<file path="config.mk">
export PLATFORM = sky130hd
export DESIGN_NAME = vga_timing_gen
export DESIGN_NICKNAME = d
export VERILOG_FILES = /design/src/rtl/vga_timing_gen.sv
export SDC_FILE = /design/constraint.sdc
export NUM_CORES = 1
export LEC_CHECK = 0
export BUFFER_PORTS_ARGS = -buffer_cell sky130_fd_sc_hd__buf_2
export CAP_MARGIN = 20
export CORE_MARGIN = 2
export CORE_UTILIZATION = 63
export CTS_CLUSTER_SIZE = 24
export DETAILED_ROUTE_END_ITERATION = 10
export PLACE_DENSITY = 0.85
export SETUP_SLACK_MARGIN = 0.1
export SLEW_MARGIN = 20
export SYNTH_ARGS = -nofsm -noshare
export SYNTH_HDL_FRONTEND = slang
export SYNTH_SLANG_ARGS = --single-unit
</file>
<file path="constraint.sdc">
create_clock -name pclk -period 11.7 [get_ports pclk]
set_input_delay 1.17 -clock pclk [delete_from_list [all_inputs] [get_ports pclk]]
set_output_delay 1.17 -clock pclk [all_outputs]
set_load 0.05 [all_outputs]
</file>
<file path="src/rtl/vga_timing_gen.sv">
// vga_timing_gen: 640x480 raster timing, sync/display-enable generation and VRAM fetch addressing.
// Optional macro VGA_FETCH_ALIGN_EN delays hsync/vsync/de by two pixel clocks to match fetch latency.
module vga_timing_gen #(
  parameter int H_ACTIVE = 640,
  parameter int H_FP     = 16,
  parameter int H_SYNC   = 96,
  parameter int H_BP     = 48,
  parameter int V_ACTIVE = 480,
  parameter int V_FP     = 10,
  parameter int V_SYNC   = 2,
  parameter int V_BP     = 33
) (
  input  logic        pclk,
  input  logic        reset,
  input  logic [1:0]  mode,
  input  logic        plane,
  output logic        hsync,
  output logic        vsync,
  output logic        de,
  output logic [9:0]  hcount,
  output logic [9:0]  vcount,
  output logic [3:0]  glyph_row,
  output logic [2:0]  glyph_col,
  output logic [16:0] vram_addr,
  output logic        line_start,
  output logic        frame_start
);

  localparam logic [9:0] H_LAST       = 10'(H_ACTIVE + H_FP + H_SYNC + H_BP - 1);
  localparam logic [9:0] V_LAST       = 10'(V_ACTIVE + V_FP + V_SYNC + V_BP - 1);
  localparam logic [9:0] H_ACT        = 10'(H_ACTIVE);
  localparam logic [9:0] V_ACT        = 10'(V_ACTIVE);
  localparam logic [9:0] H_SYNC_START = 10'(H_ACTIVE + H_FP);
  localparam logic [9:0] H_SYNC_END   = 10'(H_ACTIVE + H_FP + H_SYNC);
  localparam logic [9:0] V_SYNC_START = 10'(V_ACTIVE + V_FP);
  localparam logic [9:0] V_SYNC_END   = 10'(V_ACTIVE + V_FP + V_SYNC);

  localparam logic [1:0] MODE_TEXT = 2'b00;
  localparam logic [1:0] MODE_MONO = 2'b01;
  localparam logic [1:0] MODE_4BPP = 2'b10;
  localparam logic [1:0] MODE_RSVD = 2'b11;

  localparam logic [16:0] TEXT_PAGE = 17'h01000;
  localparam logic [16:0] BMP_PAGE  = 17'h09600;

  logic [9:0]  hCount_q, hCount_d;
  logic [9:0]  vCount_q, vCount_d;
  logic [1:0]  mode_q, mode_d;
  logic        plane_q, plane_d;
  logic        hsync_q, hsync_d;
  logic        vsync_q, vsync_d;
  logic        de_q, de_d;
  logic [16:0] addr_q, addr_d;
  logic        lineStart_q, lineStart_d;
  logic        frameStart_q, frameStart_d;
  logic        wrapH;
  logic        frameWrap;
  logic [16:0] hDiv8, hDiv4, vDiv16, vFull, vDiv2;

  // Mode/plane are captured only at the frame wrap so a frame never tears.
  always_comb begin
    wrapH     = (hCount_q == H_LAST);
    hCount_d  = wrapH ? '0 : hCount_q + 10'd1;
    vCount_d  = vCount_q;
    if (wrapH) begin
      vCount_d = (vCount_q == V_LAST) ? '0 : vCount_q + 10'd1;
    end
    frameWrap = (hCount_d == '0) && (vCount_d == '0);
    mode_d    = frameWrap ? mode : mode_q;
    plane_d   = frameWrap ? plane : plane_q;
  end

  // Decode uses next-state counters so registered outputs line up with hcount/vcount.
  always_comb begin
    hDiv8   = {10'd0, hCount_d[9:3]};
    hDiv4   = {9'd0, hCount_d[9:2]};
    vDiv16  = {11'd0, vCount_d[9:4]};
    vFull   = {7'd0, vCount_d};
    vDiv2   = {8'd0, vCount_d[9:1]};
    hsync_d = !((hCount_d >= H_SYNC_START) && (hCount_d < H_SYNC_END));
    vsync_d = !((vCount_d >= V_SYNC_START) && (vCount_d < V_SYNC_END));
    de_d    = (hCount_d < H_ACT) && (vCount_d < V_ACT) && (mode_d != MODE_RSVD);
    addr_d  = '0;
    if (de_d) begin
      case (mode_d)
        MODE_TEXT: addr_d = (vDiv16 << 6) + (vDiv16 << 4) + hDiv8 + (plane_d ? TEXT_PAGE : 17'd0);
        MODE_MONO: addr_d = (vFull << 6) + (vFull << 4) + hDiv8 + (plane_d ? BMP_PAGE : 17'd0);
        MODE_4BPP: addr_d = (vDiv2 << 7) + (vDiv2 << 5) + hDiv4 + (plane_d ? BMP_PAGE : 17'd0);
        default:   addr_d = '0;
      endcase
    end
    lineStart_d  = (hCount_d == '0);
    frameStart_d = frameWrap;
  end

  always_ff @(posedge pclk) begin
    if (reset) begin
      hCount_q     <= H_LAST;
      vCount_q     <= V_LAST;
      mode_q       <= MODE_TEXT;
      plane_q      <= 1'b0;
      hsync_q      <= 1'b1;
      vsync_q      <= 1'b1;
      de_q         <= 1'b0;
      addr_q       <= '0;
      lineStart_q  <= 1'b0;
      frameStart_q <= 1'b0;
    end else begin
      hCount_q     <= hCount_d;
      vCount_q     <= vCount_d;
      mode_q       <= mode_d;
      plane_q      <= plane_d;
      hsync_q      <= hsync_d;
      vsync_q      <= vsync_d;
      de_q         <= de_d;
      addr_q       <= addr_d;
      lineStart_q  <= lineStart_d;
      frameStart_q <= frameStart_d;
    end
  end

`ifdef VGA_FETCH_ALIGN_EN
  logic [1:0] hsyncPipe_q, vsyncPipe_q, dePipe_q;

  // Two extra stages cover the VRAM read plus font-ROM lookup.
  always_ff @(posedge pclk) begin
    if (reset) begin
      hsyncPipe_q <= 2'b11;
      vsyncPipe_q <= 2'b11;
      dePipe_q    <= 2'b00;
    end else begin
      hsyncPipe_q <= {hsyncPipe_q[0], hsync_q};
      vsyncPipe_q <= {vsyncPipe_q[0], vsync_q};
      dePipe_q    <= {dePipe_q[0], de_q};
    end
  end

  assign hsync = hsyncPipe_q[1];
  assign vsync = vsyncPipe_q[1];
  assign de    = dePipe_q[1];
`else
  assign hsync = hsync_q;
  assign vsync = vsync_q;
  assign de    = de_q;
`endif

  assign hcount      = hCount_q;
  assign vcount      = vCount_q;
  assign glyph_row   = vCount_q[3:0];
  assign glyph_col   = hCount_q[2:0];
  assign vram_addr   = addr_q;
  assign line_start  = lineStart_q;
  assign frame_start = frameStart_q;

endmodule

</file>
**Yosys cells after proc, flatten, opt, wreduce, memory -nomap -nowiden**

Index checks and enable logic that the tools add are counted.

- Input port bits: 5
- Output and inout bits: 49
- Flip-flop bits (word level): 45
- Word-level logic and storage cells: 52

- Mux-type cells: 8
- Eq/ne operators: 5
- Bitwise gates (word level): 1
- $add $sub $neg: 11
- Reduce and logical (&&, ||, !) cells: 11
- Order comparisons: 6

Operator list:

| operator | number |
|---|---|
| 17-bit one-hot mux with 3 select lines | 1 |
| 16-bit by 14-bit adder with 17-bit output | 2 |
| 10-bit 2-to-1 mux | 3 |
| 10-bit by 1-bit adder with 10-bit output, second input constant | 2 |
| 10-bit == test, second input constant | 2 |
| 10-bit zero test | 2 |
| 10-bit less-than comparator, second input constant | 2 |
| 10-bit by 9-bit less-than comparator with 1-bit output, second input constant | 2 |
| 17-bit by 16-bit adder with 17-bit output | 1 |
| 17-bit adder | 1 |
| 17-bit by 7-bit adder with 17-bit output | 1 |
| 17-bit by 8-bit adder with 17-bit output | 1 |
| 16-bit 2-to-1 mux | 1 |
| 14-bit by 13-bit adder with 15-bit output | 1 |
| 13-bit by 7-bit adder with 14-bit output | 1 |
| 12-bit by 10-bit adder with 13-bit output | 1 |
| 13-bit 2-to-1 mux | 1 |
| 10-bit >= comparator, second input constant | 1 |
| 10-bit by 9-bit >= comparator with 1-bit output, second input constant | 1 |
| 1-bit logical AND | 5 |
| 2-bit by 1-bit == test with 1-bit output, second input constant | 1 |
| 2-bit == test, second input constant | 1 |
| 1-bit zero test | 2 |
| 2-bit zero test | 1 |
| 5 further kinds | 5 |

**Longest topological paths before layout**

Gate-level depths: netlist of the first run.

- Depth after elaboration: 10
- Gate-level depth with buffers: 19

**Worst setup path before layout of the first run**

Ideal clock, no wire load.

- Path kind: register to register
- Start point: reg hCount_q[0], in the netlist hcount[0]
- End point: reg addr_q[15], in the netlist vram_addr[15]
- Cell stages (with the launch flop): 19
- Data required time: 11.575 ns
- Buffers on the path: 1
- Clock period less this slack: 5.252 ns
- Setup slack: 6.448 ns
- Data arrival time: 5.127 ns
- Library setup time: 0.125 ns
- Cell sequence: dfxtp_1 ha_1 nand4_1 nor4_1 xnor2_1 inv_1 nor2_1 nand4_4 mux2i_1 fa_1 inv_1 ha_1 clkbuf_1 a21o_1 a21o_1 a21oi_1 o21ai_0 a22oi_1 o32ai_1

- Cells in the longest elaborated chain, start to end: 9
- Elaborated cells between the ends (all ways): 27

RTL lines:

| item | RTL line | source |
|---|---|---|
| start, declared | 46 | `logic [9:0] hCount_q, hCount_d;` |
| start signal, assigned | 109 | `hCount_q <= hCount_d;` |
| 10-bit == test (*) | 62 | `wrapH = (hCount_q == H_LAST);` |
| 10-bit 2-to-1 mux (*) | 65 | `if (wrapH) begin` |
| net vCount_d[6] | 47 | `logic [9:0] vCount_q, vCount_d;` |
| branches (longest 7 deep; another with 16-bit by 14-bit adder with 17-bit output) | -- |  |
| end signal, assigned | 116 | `addr_q <= addr_d;` |
| end, declared | 53 | `logic [16:0] addr_q, addr_d;` |

Mark *: on every way through the listed nets, which the timed path passes.
A chain may end at the register's enable or synchronous reset.

**Worst setup path in the final report of the first run**

- Start point: reg hCount_q[0], in the netlist hcount[0]
- End point: reg addr_q[15], in the netlist vram_addr[15]

- Cells in the longest elaborated chain, start to end: 9
- Elaborated cells between the ends (all ways): 27

RTL lines:

| item |
|---|
| branches (longest 9 deep; another with 16-bit by 14-bit adder with 17-bit output) |

Several ways; the timed one is not identified.

==> results of run 1 <==
## synthesized netlist by cell type (2+ instances only)
master	count	share of area (%)
a211o_1	2	0.47
a211oi_1	2	0.40
a21o_1	8	1.6
a21oi_1	18	2.4
a222oi_1	5	1.3
a22oi_1	14	2.8
a41oi_1	3	0.70
and2_1	5	0.83
and2_2	2	0.40
and2b_2	3	0.70
and3_1	3	0.50
and4_1	2	0.47
and4_2	2	0.53
and4b_1	2	0.53
buf_4	7	1.4
buf_6	5	1.5
clkbuf_1	8	0.80
dfxtp_1	45	24
fa_1	9	4.8
ha_1	34	11
inv_1	46	4.6
mux2_2	2	0.60
mux2_4	2	0.80
mux2i_1	5	1.3
nand2_1	28	2.8
nand2b_1	2	0.33
nand3_1	16	2.1
nand4_1	9	1.5
nor2_1	44	4.4
nor2b_1	6	1.0
nor3_1	5	0.67
nor3b_1	2	0.40
nor4_1	4	0.67
o211ai_1	6	1.2
o21ai_0	15	2.0
o21bai_1	4	0.80
o2bb2ai_1	2	0.47
o32ai_1	4	0.93
or2_2	6	1.0
or2b_1	2	0.40
or3_2	2	0.40
xnor2_1	19	4.4
xor2_1	6	1.4
## per-layer routing
| metal | vias up | part of all wire (%) | GRT usage [%] |
|---|---|---|---|
| li1 | 1673 | - | - |
| met1 | 1665 | 44 | 40.7 |
| met2 | 190 | 46 | 47.4 |
| met3 | 25 | 8.2 | 5.89 |
| met4 | 0 | 1.9 | 10.0 |
| met5 | - | 0 | 0 |
## cell families after synthesis
| family | after synthesis |
|---|---|
| adder cells (fa/ha/maj) | 43 |
| XOR/XNOR | 25 |
| AND/OR/NAND/NOR | 154 |
| multiplexers | 10 |
| buffers and inverters | 67 |
| AO/OA/AOI/OAI | 100 |
| flip-flops | 45 |
## report_power, final
group,switching [mW],leakage [nW],internal [mW]
sequential,0.0411,0.365,0.180
clock,0.0588,0.0447,0.0432
combinational,0.555,1.56,0.306
total,0.655,1.97,0.529
## through the flow
stage | instance area [sq um] | instances | hold WS (ns) | worst slack [ns]
finish | 4070 | 560 | 0.599 | 6.11
global route | 4070 | 560 | 0.658 | 5.58
CTS | 4070 | 560 | 0.604 | 6.16
detailed placement | 3970 | 552 | 0.577 | 6.18
global placement | 3970 | 552 | 0.558 | 6.41
floorplan | 3750 | 444 | 0.538 | 6.45
## critical path, cell delays in order (launching register included)
cell and delay (ns):
dfxtp_1 0.48, ha_1 0.34, nand4_1 0.30, nor3_4 0.62, nor2_1 0.15, a2111oi_2 0.62
nand4_4 0.32, mux2i_1 0.65, fa_1 0.53, inv_1 0.07, ha_1 0.32, a21o_1 0.24
a21o_1 0.18, a21oi_1 0.21, o21ai_0 0.13, a22oi_1 0.21, o32ai_1 0.09
## sequential cells by signal (all words and copies together) (netlist names)
register / count
vram_addr: 17
hcount: 10
vcount: 10
mode_q: 2
de: 1
frame_start: 1
hsync: 1
line_start: 1
plane_q: 1
vsync: 1
## cell usage in the layout, fill, tap and decap left out, types with 8 or more instances in the layout
cell and instances:
a21o_1 8, a21oi_1 18, a22oi_1 14, buf_2 53, dfxtp_1 45, fa_1 9
ha_1 34, inv_1 46, nand2_1 28, nand3_1 16, nand4_1 9, nor2_1 44
o21ai_0 15, xnor2_1 19
## final cells by class
type	count	area [sq um]
clock buffers	5	68.8
clock inverters	3	25.0
fillers	471	1780
inverters	47	176
multi-input cells	332	2540
flip-flops and latches	45	901
well taps	75	93.8
repair buffers	53	265
## path summary, 6_finish.rpt
path                                 from       endpoint  slack [ns]  depth (start not counted)
worst max-delay path            hcount[0]  vram_addr[15]        6.11                         16
worst min-delay path            hcount[0]      hcount[0]        0.60                          1
worst max register to register  hcount[0]  vram_addr[15]        6.11                         16
worst min register to register  hcount[0]      hcount[0]        0.60                          1
==> results.yml, run 1 <==
die:
  initial_core_util_pct: 64.2
  core_area_sq_um: 5850
  boundaryPins: 54
  fp-row-count: 28
  dieArea_sq_um: 6590
  fp.dieH_um: 81.2
  die_w_um: 81.2
yosys:
  syn_area_sq_um: 3750
  ys_async_sr_fraction_pct: 0
  yosysSeqAreaShare_pct: 24.0
  synth_xor_area_share_pct: 5.83
  ys_ff_latch: 45
  synthSimpleGateAreaFrac_pct: 22.4
  syn_inst: 444
  synth_top_family_by_area: "simple AND/OR/NAND/NOR gates"
  ys_warn_count: 0
  syn-mean-instance-area_sq_um: 8.45
  ys.flop_type: "dfxtp_1"
  synth.area.mux_share_pct: 3.33
  synth_compound_area_share_pct: 19.9
  syn_nets: 492
  ys_types: 71
  synthAdderAreaFrac_pct: 16.1
  synth_edf_count: 0
power_and_ir_drop:
  power_density_nw_per_um2: 291
  ir_drop_v: 0.000255
  p_leak_nw: 1.97
  total_power_mw: 1.18
clock_tree:
  clk_pin_slew_ns: 0.10
  clkLatencyLatePin_ns: 0.31
  clkSinkCount: 45
  cts_hold_buffers: 0
  cts-buffers-inserted: 5
  clock_path_buffers: 2
  cts_resized: 0
  post-cts-setup-buffers: 0
  cts_tree: "done"
  cts-htree-levels: 2
  clockRootBuffer: "clkbuf_8"
detailed_routing:
  ant_nets: 0
  wl_um: 9510
  vias_per_cell: 6.34
  drt_iter0_drc: 328
  vias: 3553
  wl_per_cell_um: 17.0
  dr.pass1.iters: 5
  drc: 0
placement:
  dp_hpwl_um: 7240
  place.gp.congestion: 0.964
  io_buffer_count: 53
timing:
  finalCritPeriodShare_pct: 47.8
  worst_slew_pin_slew_ns: 0.709
  slew_headroom_pct: 51.4
  final.setup.tns_ns: 0
  period_minus_slack_ns: 5.59
  slew_viol_final: 0
  max_freq_mhz: 179
  rsz0062_at_grt: "no"
  setup_violations: 0
  skew_ns: 0.0127
  hold_violations: 0
global_route:
  grt_pass1_vias: 3126
  grt_usage_pct: 29.9
  antenna_found_initial: 0
  grt_first_pass_wirelength_um: 15300
  grt-ovfl-total: 0
  grt_max_degree: 18
setup_path:
  cp.arrival_ns: 5.78
  critPathKind: "reg2reg"
  cp-start-kind: "register"
  critPathRequiredTime_ns: 11.89
  crit_path_end_kind: "register"
  crit_fanout: 17
final_layout:
  area_growth_pct: 8.37
  nets: 532
  n_antenna_cell: 0
  utilization_pct: 69.5
  final_layout_size_suffix_gt1_share_pct: 18.8
job:
  cap_violations: 0
min_path:
  hold_path_class: "reg2reg"
run_status:
  outcome: "complete, no violations"
No activity file was read; power rests on OpenSTA's default activity.
==> inputs of run 2 (changes only) <==
CORE_UTILIZATION = 58   (was 63)
PLACE_DENSITY = 0.79   (was 0.85)
clock period = 5.6 ns   (was 11.7 ns; I/O delays follow)
==> results.yml, run 2 (same netlist as run 1, synthesis figures left out) <==
run_status:
  outcome: "complete, no violations"
die:
  initial_core_util_pct: 59.5
  core_area_sq_um: 6310
  fp.dieH_um: 84.4
  die_w_um: 84.4
  fp-row-count: 29
  boundaryPins: 54
  dieArea_sq_um: 7130
setup_path:
  critPathKind: "reg2reg"
  regToRegSetupSlack_ns: 0.46
  crit_buf_inv: 4
  crit_path_end_kind: "register"
  crit_slowest_cell: "fa_1"
  critPathRequiredTime_ns: 5.80
  crit_fanout: 10
  max_stage_delay_ns: 0.54
  rr_startpoint: "hcount[0]"
  reg2reg_to: "vram_addr[12]"
  path_cells: "ha_1 > nand4_1 > buf_4 > nor3_4 > buf_4 > o2111ai_1 > a2111oi_4 > nand4_4 > mux2i_1 > buf_4 > fa_1 > inv_1 > ha_1 > a21oi_1 > o21ai_0 > a221oi_1 > a2111o_1 > o211ai_1"
  cp.arrival_ns: 5.33
  reg2reg_depth: 18
  crit_top_cell: "buf_4"
  cp_top_family: "compound AO/OA/AOI/OAI gates"
  cp-start-kind: "register"
global_route:
  grt_max_degree: 18
  grt_first_pass_wirelength_um: 16200
  antenna_found_initial: 0
  grt_usage_pct: 28.0
  grt-ovfl-total: 0
  grt_pass1_vias: 3290
detailed_routing:
  wl_um: 9800
  ant_nets: 0
  wl_per_cell_um: 17.2
  drc: 0
  drt_iter0_drc: 341
  vias_per_cell: 6.29
  vias: 3577
  dr.pass1.iters: 5
timing:
  slew_headroom_pct: 49.8
  worst_slew_pin_slew_ns: 0.752
  skew_ns: 0.00999
  finalCritPeriodShare_pct: 91.7
  setup_violations: 0
  period_minus_slack_ns: 5.14
  hold_violations: 0
  rsz0062_at_grt: "no"
  max_freq_mhz: 195
  final.setup.tns_ns: 0
  slew_viol_final: 0
final_layout:
  final_common_cell: "buf_2"
  n_antenna_cell: 0
  mostFrequentLayoutCells: "buf_2 (53), inv_1 (46), dfxtp_1 (45), nor2_1 (44), ha_1 (34)"
  finalInstanceArea_sq_um: 4130
  area_growth_pct: 10.0
  largest_register_ffs: 17
  fin_cells: 569
  nets: 539
  final_layout_size_suffix_gt1_share_pct: 20.1
  utilization_pct: 65.4
min_path:
  hold_path_depth: 3
  min_to: "mode_q[0]"
  worstHoldStart: "mode[0]"
  hold_path_class: "in2reg"
clock_tree:
  cts_tree: "done"
  cts-buffers-inserted: 5
  clkSinkCount: 45
  clockRootBuffer: "clkbuf_8"
  cts-htree-levels: 2
  clock_path_buffers: 2
  clkLatencyLatePin_ns: 0.31
  clk_pin_slew_ns: 0.10
placement:
  post-place-cells: 557
  io_buffer_count: 53
  place.gp.congestion: 0.961
  dp_hpwl_um: 7440
  place_area_sq_um: 4000
power_and_ir_drop:
  p_leak_nw: 2.01
  ir_drop_v: 0.000512
  power_density_nw_per_um2: 618
  total_power_mw: 2.55
job:
  cap_violations: 0
## run 2: cell count changes in the layout (fill, tap and decap cells not counted), sizes merged
| cell | before | now |
|---|---|---|
| buf | 53 | 60 |
## run 2: cell type report
| class | instances | area (sq um) |
|---|---|---|
| Tap cell | 77 | 96.3 |
| Clock buffer | 5 | 68.8 |
| Inverter | 47 | 176 |
| Timing Repair Buffer | 60 | 318 |
| Sequential cell | 45 | 901 |
| Fill cell | 537 | 2180 |
| Multi-Input combinational cell | 332 | 2540 |
| Clock inverter | 3 | 25.0 |
## run 2: repair_timing
item	4_1_cts	5_1_grt
endpoints found under the setup margin	0	8
endpoints found under the hold margin	0	0
hold buffers	0	0
buffers inserted	0	4
resized for setup	0	1
## run 2: worst max-delay path by stage
stage               from             to  slack, ns  cells after the start
2_1_floorplan  hcount[0]  vram_addr[15]       0.35                     18
3_3_place_gp   hcount[0]  vram_addr[12]       0.47                     16
3_5_place_dp   hcount[0]  vram_addr[12]       0.17                     16
4_1_cts        hcount[0]  vram_addr[15]       0.12                     18
5_1_grt        hcount[0]  vram_addr[15]       0.17                     20
6_report       hcount[0]  vram_addr[12]       0.46                     18
## run 2: power by group
part	switching [mW]	internal, mW
logic	1.20	0.668
clock network	0.129	0.0903
registers	0.0875	0.375
total	1.42	1.13
## run 2: metrics by stage
stage               setup slack, ns  hold WS (ns)
floorplan                     0.348         0.538
global placement              0.468         0.574
detailed placement            0.168         0.591
CTS                           0.120         0.601
global route                  0.172         0.639
finish                        0.464         0.605
## run 2: worst min-delay path, stage by stage
cell and delay, ns:
buf_2 0.13, mux2i_1 0.10, nor2_1 0.09
## run 2: routing by layer
layer,GRT usage [%],up-vias,wire length (um)
met3,3.44,19,736
met2,42.9,181,4340
met4,8.37,0,150
met5,0,-,0
met1,41.4,1695,4570
li1,-,1682,-
